===== config.mk =====
export PLATFORM = sky130hd
export DESIGN_NAME = sha256_nonce_scheduler
export DESIGN_NICKNAME = d
export VERILOG_FILES = /design/src/rtl/sha256_nonce_scheduler.sv
export SDC_FILE = /design/constraint.sdc
export NUM_CORES = 1
export LEC_CHECK = 0
export BUFFER_PORTS_ARGS = -buffer_cell sky130_fd_sc_hd__buf_2
export CAP_MARGIN = 20
export CORE_AREA = 2 2 588 590
export DETAILED_ROUTE_END_ITERATION = 16
export DIE_AREA = 0 0 590 592
export PLACE_DENSITY = 0.3
export SKIP_LAST_GASP = 1
export SYNTH_ARGS = -nofsm -noshare
export SYNTH_HDL_FRONTEND = slang
export SYNTH_SLANG_ARGS = --single-unit
export TNS_END_PERCENT = 50

===== constraint.sdc =====
create_clock -name clk -period 2.79 [get_ports clk]
set_input_delay 0.4185 -clock clk [delete_from_list [all_inputs] [get_ports clk]]
set_output_delay 0.4185 -clock clk [all_outputs]
set_load 0.05 [all_outputs]

===== src/rtl/sha256_nonce_scheduler.sv =====
// Issue sequencer for an unrolled SHA-256 mining pipeline: walks a nonce range one per cycle,
// tracks in-flight slots and reports hashes whose top word meets the target.
module sha256_nonce_scheduler #(
  parameter int unsigned LATENCY = 65
) (
  input  logic         clk,
  input  logic         rst_n,
  input  logic         work_valid,
  output logic         work_ready,
  input  logic [255:0] work_midstate,
  input  logic [95:0]  work_data,
  input  logic [31:0]  work_nonce_start,
  input  logic [31:0]  work_nonce_end,
  input  logic [31:0]  work_target,
  input  logic         abort,
  output logic [255:0] pipe_state,
  output logic [511:0] pipe_input,
  input  logic [255:0] pipe_hash,
  output logic         golden_valid,
  input  logic         golden_ready,
  output logic [31:0]  golden_nonce,
  output logic         golden_overflow,
  output logic         busy
);

  typedef enum logic [1:0] {StIdle, StRun, StDrain} state_e;

  state_e               state_q, state_d;
  logic [255:0]         midstate_q, midstate_d;
  logic [95:0]          data_q, data_d;
  logic [31:0]          target_q, target_d;
  logic [31:0]          issue_nonce_q, issue_nonce_d;
  logic [31:0]          end_q, end_d;
  logic [31:0]          out_nonce_q, out_nonce_d;
  logic [LATENCY-1:0]   valid_sr_q, valid_sr_d;
  logic [511:0]         pipe_input_q, pipe_input_d;
  logic                 golden_valid_q, golden_valid_d;
  logic [31:0]          golden_nonce_q, golden_nonce_d;
  logic                 golden_overflow_q, golden_overflow_d;

  logic issue;
  logic tail;
  logic hit;
  logic unused_hash;

  assign unused_hash = ^pipe_hash[223:0];

  assign tail = valid_sr_q[LATENCY-1];
  assign hit  = tail && (pipe_hash[255:224] <= target_q);

  always_comb begin
    state_d           = state_q;
    midstate_d        = midstate_q;
    data_d            = data_q;
    target_d          = target_q;
    issue_nonce_d     = issue_nonce_q;
    end_d             = end_q;
    out_nonce_d       = out_nonce_q;
    pipe_input_d      = pipe_input_q;
    golden_valid_d    = golden_valid_q;
    golden_nonce_d    = golden_nonce_q;
    golden_overflow_d = golden_overflow_q;
    issue             = 1'b0;

    // Results emerge in issue order, so the emerging nonce is just a counter.
    if (tail) begin
      out_nonce_d = out_nonce_q + 32'd1;
    end

    if (hit) begin
      if (!golden_valid_q || golden_ready) begin
        golden_nonce_d = out_nonce_q;
        golden_valid_d = 1'b1;
      end else begin
        golden_overflow_d = 1'b1;
      end
    end else if (golden_valid_q && golden_ready) begin
      golden_valid_d = 1'b0;
    end

    unique case (state_q)
      StIdle: begin
        if (work_valid) begin
          midstate_d    = work_midstate;
          data_d        = work_data;
          target_d      = work_target;
          issue_nonce_d = work_nonce_start;
          out_nonce_d   = work_nonce_start;
          end_d         = work_nonce_end;
          state_d       = StRun;
        end
      end
      StRun: begin
        if (abort) begin
          state_d = StDrain;
        end else begin
          issue        = 1'b1;
          pipe_input_d = {32'h0000_0280, 320'd0, 32'h8000_0000, issue_nonce_q, data_q};
          if (issue_nonce_q == end_q) begin
            state_d = StDrain;
          end else begin
            issue_nonce_d = issue_nonce_q + 32'd1;
          end
        end
      end
      StDrain: begin
        if (valid_sr_q == '0) begin
          state_d = StIdle;
        end
      end
      default: state_d = StIdle;
    endcase

    valid_sr_d = {valid_sr_q[LATENCY-2:0], issue};
  end

  always_ff @(posedge clk or negedge rst_n) begin
    if (!rst_n) begin
      state_q           <= StIdle;
      midstate_q        <= '0;
      data_q            <= '0;
      target_q          <= '0;
      issue_nonce_q     <= '0;
      end_q             <= '0;
      out_nonce_q       <= '0;
      valid_sr_q        <= '0;
      pipe_input_q      <= '0;
      golden_valid_q    <= 1'b0;
      golden_nonce_q    <= '0;
      golden_overflow_q <= 1'b0;
    end else begin
      state_q           <= state_d;
      midstate_q        <= midstate_d;
      data_q            <= data_d;
      target_q          <= target_d;
      issue_nonce_q     <= issue_nonce_d;
      end_q             <= end_d;
      out_nonce_q       <= out_nonce_d;
      valid_sr_q        <= valid_sr_d;
      pipe_input_q      <= pipe_input_d;
      golden_valid_q    <= golden_valid_d;
      golden_nonce_q    <= golden_nonce_d;
      golden_overflow_q <= golden_overflow_d;
    end
  end

  assign work_ready      = (state_q == StIdle);
  assign busy            = (state_q != StIdle);
  assign pipe_state      = midstate_q;
  assign pipe_input      = pipe_input_q;
  assign golden_valid    = golden_valid_q;
  assign golden_nonce    = golden_nonce_q;
  assign golden_overflow = golden_overflow_q;

endmodule

==> out/metrics.cfg, run 1 <==
[status]
status = complete, but fails checks
violations = negative setup slack

[sta]
worstMarginPinSlew_ps = 656
setup_tns_ps = -610
setup_ws_ps = -49.2
skew_ps = 67.7
worst_hold_slack_ps = 45.5
drv_slew = 0
slew_headroom = 0.562
hold_viol_final = 0
rsz0062_at_grt = true
fmax_mhz = 352
setup_viol = 26
post-route-min-period_ps = 2840
period_share = 1.02

[cts]
cts.sinks = 710
cts_made_buffers = 102
cts.htree.levels = 3
clk_latency_ps = 810
cts.path.max_buffers = 4
cts_tree = yes
clk_pin_slew_ps = 60
clockRootBuffer = clkbuf_16

[detailed_routing]
first_pass_iters = 5
wl_per_cell_um = 23.2
drt_iter0_markers = 949
drc = 0
vias = 23628
vias_per_cell = 2.77
antenna_left = 0
drt-total-wl_mm = 198

[setup_path]
r2r_slack_ps = -50
critPathLaunchType = register
end_kind = register
cp_slowest_cell = or4_4
path_cells = inv_2 > ha_4 > a211oi_2 > o21bai_1 > or4_4 > nand3b_1 > a31oi_4 > buf_12 > buf_16 > mux2_2
crit_type = reg -> reg
cp_data_arrival_time_ps = 3480
slowest_delay_ps = 540
required_ps = 3430
cp_max_fo = 8
reg2regPathDepth = 10

[synthesis]
synth_cell_types = 47
yosys-top-cells-area = dfrtp_1, mux2_2, buf_4, xor2_1, o21ai_0
async_flop_share = 1.00
synth_top_area_share = 0.579
synth_ff_type = dfrtp_1
yosysTopAreaCell = dfrtp_1
ys_ff_latch = 710
yosysSeqAreaShare = 0.579
syn_area_per_cell_sq_um = 13.1
syn_inst = 2341
synth_edf_count = 0
yosysWarnings = 0
synth_area_sq_mm = 0.0307

[floorplan]
core_area_sq_mm = 0.342
chipWidth_um = 590
num_rows = 215
dieArea_sq_mm = 0.349
pin_count = 1513
start_util = 0.0897
die_y_um = 592

[place]
port_buffers = 907
place_congestion = 0.931
dp_hpwl_mm = 168

[power_and_ir_drop]
p_leak_nw = 21.2
max-vdd-ir-drop_mv = 0.866
power.density_mw_per_mm2 = 1240

[min_path]
hold_depth = 3
worst_hold_path_type = in -> reg

[global_route]
antenna_found_initial = 175
grtUsageTotal = 0.109
grt_pass1_vias = 24952
grt_pass1_wl_mm = 251
grt_max_degree = 87
overflow = 0

[cells_and_area]
fin_nets = 4579
fill_cells = 38729
layout-drive-gt1-share = 0.455
area_growth_pct = 59.0
final_core_utilization = 0.143

[run]
maxCapViolCount = 0

[final cells by class]
type	count	area [sq um]	share of cell area
flip-flops and latches	710	17800	0.364
multi-input cells	1493	11200	0.229
repair buffers	1489	10500	0.216
well taps	4557	5700	0.117
clock buffers	149	2990	0.0613
clock inverters	26	350	0.00718
diodes	68	170	0.00349
inverters	40	150	0.00308
[worst max-delay path: cells and delay by family (launching register included)]
family	cells	cell delay (ps)
muxes	1	330
AOI/OAI and AO/OA	3	510
adders and majority gates	1	200
DFF	1	380
and+or+nand+nor	2	780
buffers and inverters	3	430
[per-layer routing]
| layer | up-vias | wire length [um] | track usage |
|---|---|---|---|
| met5 | - | 400 | 0 |
| met4 | 60 | 9500 | 0.0450 |
| met3 | 364 | 20900 | 0.0501 |
| met2 | 1183 | 94900 | 0.188 |
| met1 | 11639 | 72400 | 0.116 |
| li1 | 10382 | - | - |
[where the power goes]
| group | switching [mW] | internal, mW | total [mW] |
|---|---|---|---|
| Clock | 5.30 | 8.01 | 13.3 |
| Sequential | 3.02 | 15.0 | 18.0 |
| Combinational | 20.7 | 8.65 | 29.4 |
| Total | 29.0 | 31.7 | 60.7 |
[metrics by stage]
step / std cells / total power, mW / area, sq um / worst slack (ps)
global route: 8508 / 64.2 / 48800 / -177
floorplan: 2721 / 36.6 / 32100 / 145
detailed placement: 7847 / 47.5 / 40600 / -219
finish: 8532 / 60.7 / 48800 / -49.2
global placement: 7847 / 47.4 / 40600 / -268
CTS: 8462 / 62.2 / 48600 / -63.8
[logic make-up after synthesis]
| family | after synthesis | share of synthesized area |
|---|---|---|
| AO/OA/AOI/OAI | 202 | 0.0360 |
| buffers and inverters | 518 | 0.111 |
| XOR/XNOR | 63 | 0.0180 |
| multiplexers | 546 | 0.200 |
| other | 1 | 0.000122 |
| flip-flops | 710 | 0.579 |
| AND/OR/NAND/NOR | 267 | 0.0421 |
| adder cells (fa/ha/maj) | 34 | 0.0139 |
[state kept, by name, summed over array words and instances, names as in the netlist]
register	flops
golden_nonce	32
pipe_input	129
end_q	32
golden_valid	1
issue_nonce_q	32
valid_sr_q	65
target_q	32
golden_overflow	1
state_q	2
data_q	96
out_nonce_q	32
pipe_state	256
[cells in the mapped netlist, drive strengths merged (11+ instances only)]
master  count
dfrtp     710
inv        40
ha         34
nand3      39
nor2       14
a21oi      73
o21ai      92
and3       11
xor2       55
nand4      19
nand2     119
buf       394
o22ai      17
mux2      544
nor4       24
clkbuf     84
[placed cells by master, fill, tap and decap left out, drive strengths merged, types with 2 or more instances in the layout]
master / netlist / layout
or2: 5 / 5
and3: 11 / 11
ha: 34 / 34
clkinv: 0 / 12
or4: 2 / 2
mux2: 544 / 544
clkinvlp: 0 / 5
o22ai: 17 / 17
and4: 3 / 3
nor4: 24 / 24
nand4: 19 / 19
mux2i: 2 / 2
buf: 394 / 1052
bufinv: 0 / 7
nand2b: 7 / 7
dfrtp: 710 / 710
a21oi: 73 / 73
or3: 4 / 4
a211oi: 2 / 2
a31oi: 2 / 2
inv: 40 / 42
nor2: 14 / 14
conb: 1 / 381
o32ai: 3 / 3
dlygate4sd3: 0 / 436
and2: 6 / 6
nand2: 119 / 119
a21o: 5 / 5
diode: 0 / 68
clkbuf: 84 / 150
xor2: 55 / 55
xnor2: 8 / 8
o21ai: 92 / 92
nand3: 39 / 39
nor2b: 2 / 2
nor3: 10 / 10
[repair_timing]
action                                  in CTS  in global routing
resized for setup                           33                 15
endpoints found under the setup margin      31                 41
hold buffers                               436                  0
pin swaps                                    8                  4
cloned                                       2                  1
hold endpoints to repair                   583                  0
setup buffers                                2                  1
[path summary, 6_finish.rpt]
kind / end / from
min reg2reg: valid_sr_q[39] / valid_sr_q[38]
max in group asynchronous: target_q[27] / rst_n
max: golden_nonce[26] / target_q[29]
min in group asynchronous: pipe_input[1] / rst_n
max reg2reg: golden_nonce[26] / target_q[29]
min: target_q[23] / work_target[23]
Note: power is estimated with default switching activity, not from simulation.
==> run 2, diff against run 1 <==
- CELL_PAD_IN_SITES_DETAIL_PLACEMENT: unset -> 0
- CELL_PAD_IN_SITES_GLOBAL_PLACEMENT: unset -> 1
- MAX_ROUTING_LAYER: unset -> met4
- SLEW_MARGIN: unset -> 20
==> out/metrics.cfg, run 2 (synthesis results as in run 1) <==
[sta]
drv_slew = 0  ; unchanged
hold_viol_final = 0  ; unchanged
fmax_mhz = 366  ; +3.9%
setup_viol = 0  ; -100%
worstMarginPinSlew_ps = 780  ; +123 ps
slew_headroom = 0.484  ; -0.0787
post-route-min-period_ps = 2730  ; -107 ps
setup_tns_ps = 0  ; +610 ps
skew_ps = 117  ; +49.6 ps
rsz0062_at_grt = true
worst_hold_slack_ps = 75.5  ; +30.1 ps
period_share = 0.979  ; -0.0382

[cells_and_area]
area_growth_pct = 59.7
fin_nets = 4577  ; -0.044%
final_common_cell = buf_2
final_core_utilization = 0.143  ; +0.000584
layout-drive-gt1-share = 0.455  ; -0.000535
layout.cells.non_filler = 8573  ; +0.48%
most-common-layout-cells = buf_2, dfrtp_1, mux2_2
largest_register_ffs = 256  ; unchanged

[detailed_routing]
first_pass_iters = 5  ; unchanged
vias_per_cell = 2.76  ; -0.38%
wl_per_cell_um = 25.7  ; +11%
drt_iter0_markers = 942  ; -0.74%
drt-total-wl_mm = 221  ; +11%
antenna_left = 0  ; unchanged
drc = 0  ; unchanged
vias = 23651  ; +0.097%

[min_path]
hold_depth = 2  ; -1
worst_hold_path_type = in -> reg
hold_start = work_midstate[93]
hold_end = pipe_state[93]

[floorplan]
num_rows = 215  ; unchanged
pin_count = 1513  ; unchanged
chipWidth_um = 590  ; unchanged
dieArea_sq_mm = 0.349  ; unchanged
core_area_sq_mm = 0.342  ; unchanged
die_y_um = 592  ; unchanged
start_util = 0.0897  ; unchanged

[setup_path]
path_cells = inv_2 > ha_4 > a211oi_2 > o21bai_1 > or4_4 > or2_4 > a31oi_4 > buf_12 > clkbuf_16 > mux2_2
crit_type = reg -> reg
reg2reg_from = target_q[29]
reg2regPathDepth = 10  ; unchanged
r2r-end = golden_nonce[31]
cp_data_arrival_time_ps = 3470  ; about the same
cp.buffers_inverters = 3  ; unchanged
slowest_delay_ps = 520  ; -20 ps
critPathTopFamily = simple AND/OR/NAND/NOR gates
cp_max_fo = 8  ; unchanged
cp_num_cells = 10  ; unchanged
required_ps = 3530  ; +100 ps
r2r_slack_ps = 60  ; +110 ps
end_kind = register
critPathLaunchType = register
cp_slowest_cell = or4_4

[power_and_ir_drop]
comb_power_share = 0.494  ; +0.010
pwr-share-clk = 0.221  ; +0.002
seq_power_share = 0.286  ; -0.011
swShare = 0.492  ; +0.0137
power.density_mw_per_mm2 = 1280  ; +3.2%
p_int_mw = 32.0  ; +0.96%
max-vdd-ir-drop_mv = 0.719  ; -17%
p_sw_mw = 31.0  ; +6.6%
p_leak_nw = 21.2  ; about the same

[cts]
cts.sinks = 710  ; unchanged
clockRootBuffer = clkbuf_16
clk_latency_ps = 870  ; +60 ps
cts.path.max_buffers = 4  ; unchanged
clk_pin_slew_ps = 80  ; +20 ps
cts.htree.levels = 3  ; unchanged
cts_made_buffers = 106  ; +3.9%
cts_tree = yes

[place]
place_congestion = 0.947  ; +1.8%
post-place-cells = 7827  ; -0.25%
dp_hpwl_mm = 187  ; +12%
port_buffers = 907  ; unchanged

[global_route]
grt_max_degree = 79  ; -9.2%
overflow = 0  ; unchanged
grtUsageTotal = 0.126  ; +0.0164
antenna_found_initial = 157  ; -10%
grt_pass1_wl_mm = 276  ; +9.8%
grt_pass1_vias = 24854  ; -0.39%

[status]
status = finished, final reports clean

[run]
maxCapViolCount = 0  ; unchanged

==> run 2: worst max-delay path by stage <==
stage                         from                to  slack, ps
global route          target_q[29]   golden_nonce[1]        -30
global placement    pipe_hash[245]  golden_nonce[13]       -330
floorplan               state_q[1]        data_q[10]        150
detailed placement  pipe_hash[253]   golden_nonce[8]       -280
CTS                   target_q[31]   golden_nonce[0]        -50
finish                target_q[29]  golden_nonce[31]         60
==> run 2: area by class of cell <==
cell class / count / area, sq um
fillers: 38759 / 293000
clock inverters: 35 / 495
multi-input cells: 1493 / 11200
clock buffers: 144 / 2960
inverters: 40 / 150
flip-flops and latches: 710 / 17800
diodes: 111 / 278
repair buffers: 1483 / 10500
well taps: 4557 / 5700
==> run 2: power groups by stage <==
stage          registers, mW  logic, mW  clock network [mW]
3_3_place_gp            18.1       31.2                   0
2_1_floorplan           27.4       9.20                   0
4_1_cts                 18.1       32.1                14.6
5_1_grt                 18.7       33.3                14.9
3_5_place_dp            18.2       31.2                   0
6_report                18.0       31.1                13.9
==> run 2: per-stage QoR <==
step	cell area [sq um]	setup WS [ps]	power, mW
final	49000	57.4	62.9
after global routing	49000	-26.7	66.9
after CTS	48600	-48.0	64.9
after detailed placement	40500	-284	49.4
after global placement	40500	-332	49.4
after floorplan	32100	145	36.6
==> run 2: layer usage <==
layer / share of wire / wire, um / up-vias / track usage
met5: 0 / 0 / - / -
met2: 0.47 / 105000 / 1132 / 0.203
met1: 0.37 / 81200 / 11754 / 0.131
met3: 0.12 / 26400 / 300 / 0.0650
li1: - / - / 10465 / -
met4: 0.038 / 8360 / 0 / 0.0454
==> run 2: timing repair <==
action | CTS | global route
hold buffers | 445 | 0
gates cloned | 2 | 1
endpoints found under the hold margin | 485 | 0
resized for setup | 27 | 21
pin swaps | 6 | 9
buffers inserted | 4 | 4
endpoints found under the setup margin | 31 | 32
==> run 2: worst register-to-register path, delay by kind of cell (launching register included) <==
family,cells,cell delay (ps)
compound gates,3,510
flops,1,370
fa+ha+maj,1,200
buf+inv,3,440
simple gates,2,780
mux,1,340
==> run 3, diff against run 2 <==
- CTS_BUF_LIST: unset -> sky130_fd_sc_hd__clkbuf_8
- REMOVE_ABC_BUFFERS: unset -> 1
- SETUP_SLACK_MARGIN: unset -> 0.3
==> out/metrics.cfg, run 3 (synthesis results as in run 1) <==
[detailed_routing]
first_pass_iters = 4  ; -1
wl_per_cell_um = 18.9  ; -27%
vias_per_cell = 2.71  ; -1.8%
vias = 23399  ; -1.1%
drt-total-wl_mm = 163  ; -26%
drc = 0  ; unchanged
drt_iter0_markers = 665  ; -29%
antenna_left = 0  ; unchanged

[cells_and_area]
final_core_utilization = 0.143  ; -0.000208
area_growth_pct = 59.4
final_common_cell = buf_2
fin_nets = 4646  ; +1.5%
largest_register_ffs = 256  ; unchanged
layout-drive-gt1-share = 0.464  ; +0.00918
most-common-layout-cells = buf_2, dfrtp_1, mux2_2

[cts]
cts_tree = yes
cts.sinks = 710  ; unchanged
cts.htree.levels = 4  ; +1
clk_latency_ps = 950  ; +80 ps
cts_made_buffers = 162  ; +53%
clk_pin_slew_ps = 60  ; -20 ps
cts.path.max_buffers = 4  ; unchanged
clockRootBuffer = clkbuf_8

[floorplan]
num_rows = 215  ; unchanged
dieArea_sq_mm = 0.349  ; unchanged
die_y_um = 592  ; unchanged
chipWidth_um = 590  ; unchanged
pin_count = 1513  ; unchanged
start_util = 0.0897  ; unchanged
core_area_sq_mm = 0.342  ; unchanged

[min_path]
hold_depth = 3  ; +1
worst_hold_path_type = in -> reg

[sta]
drv_slew = 0  ; unchanged
post-route-min-period_ps = 2870  ; +134 ps
rsz0062_at_grt = true
setup_ws_ps = -76.2  ; -134 ps
slew_headroom = 0.615  ; +0.131
worstMarginPinSlew_ps = 575  ; -204 ps
fmax_mhz = 349  ; -4.7%
period_share = 1.03  ; +0.0479
hold_viol_final = 0  ; unchanged
setup_viol = 20  ; +20
setup_tns_ps = -1010  ; -1010 ps
skew_ps = 78.9  ; -38.4 ps

[status]
violations = negative setup slack
status = complete, but fails checks

[setup_path]
end_kind = register
r2r_slack_ps = -80  ; -130 ps
crit_type = reg -> reg
required_ps = 3550  ; +20 ps
crit_start = target_q[21]
reg2regPathDepth = 13  ; +3
reg2reg_from = target_q[21]
critPathLaunchType = register
r2r-end = golden_nonce[0]
cp_max_fo = 8  ; unchanged
cp-endpoint = golden_nonce[0]
cp_data_arrival_time_ps = 3630  ; +160 ps

[place]
place_congestion = 0.766  ; -19%
dp_hpwl_mm = 129  ; -31%
port_buffers = 907  ; unchanged

[global_route]
antenna_found_initial = 84  ; -46%
grt_max_degree = 83  ; +5.1%
grtUsageTotal = 0.0933  ; -0.0326
overflow = 0  ; unchanged
grt_pass1_vias = 25456  ; +2.4%
grt_pass1_wl_mm = 218  ; -21%

[power_and_ir_drop]
max-vdd-ir-drop_mv = 0.685  ; -4.7%
p_leak_nw = 21.5  ; +1.5%
power_mw = 59.2  ; -6.0%
power.density_mw_per_mm2 = 1210  ; -5.8%

[run]
maxCapViolCount = 0  ; unchanged

==> run 3: cell types whose count changed in the layout (fill, tap and decap cells not counted), sizes merged <==
cell / before / now
bufinv: 10 / 5
diode: 111 / 52
buf: 1037 / 1043
clkbuf: 145 / 202
clkinv: 16 / 18
clkinvlp: 6 / 4
dlygate4sd3: 445 / 453
inv: 43 / 98
==> run 3: area by class of cell <==
type	instances	area, sq um
Clock buffer	202	2780
Inverter	40	150
Tap cell	4557	5700
Multi-Input combinational cell	1493	11300
Fill cell	38722	293000
Sequential cell	710	17800
Clock inverter	85	539
Antenna cell	52	130
Timing Repair Buffer	1496	10600
==> run 3: where the power goes <==
group          leakage (nW)  switching (mW)  internal, mW
Combinational          11.1            20.0          8.54
Clock                  1.91            5.65          6.98
Sequential             8.56            2.97          15.0
==> run 3: metrics by stage <==
stage	hold slack (ps)	cell area [sq um]	cells	setup slack, ps
finish	248	48900	8635	-76.2
global route	116	48900	8608	-174
CTS	60.1	48700	8581	-131
detailed placement	359	40400	7831	-465
global placement	355	40400	7831	-464
floorplan	123	28900	2243	-10960
==> run 3: worst min-delay path by stage <==
stage                        from               to  slack, ps
2_1_floorplan               rst_n        data_q[0]        120
3_3_place_gp       valid_sr_q[28]   valid_sr_q[29]        360
3_5_place_dp       valid_sr_q[51]   valid_sr_q[52]        360
4_1_cts         work_midstate[13]   pipe_state[13]         60
5_1_grt        work_midstate[177]  pipe_state[177]        120
6_report        work_midstate[41]   pipe_state[41]        250
==> run 3: repair_timing <==
| item | CTS | global route |
|---|---|---|
| hold buffers | 454 | 0 |
| endpoints found under the setup margin | 68 | 69 |
| setup buffers | 6 | 2 |
| resized for setup | 58 | 25 |
| hold endpoints to repair | 964 | 0 |
| pin swaps | 11 | 9 |
| gates cloned | 3 | 0 |
==> run 3: critical path, cell delays in order (launching register included) <==
cell and delay, ps:
dfrtp_1 380, inv_2 70, ha_4 200, buf_6 110
nand4_1 90, buf_6 140, a211oi_2 50, or4_4 490
or2_4 260, a31oi_4 180, buf_12 130, buf_12 130
buf_16 170, mux2_4 320
==> run 3: layer usage <==
metal / global-route usage / up-vias / part of all wire
met2: 0.161 / 1114 / 0.50
met4: 0.0230 / 0 / 0.030
li1: - / 10550 / -
met5: - / - / 0
met1: 0.101 / 11476 / 0.39
met3: 0.0347 / 259 / 0.087
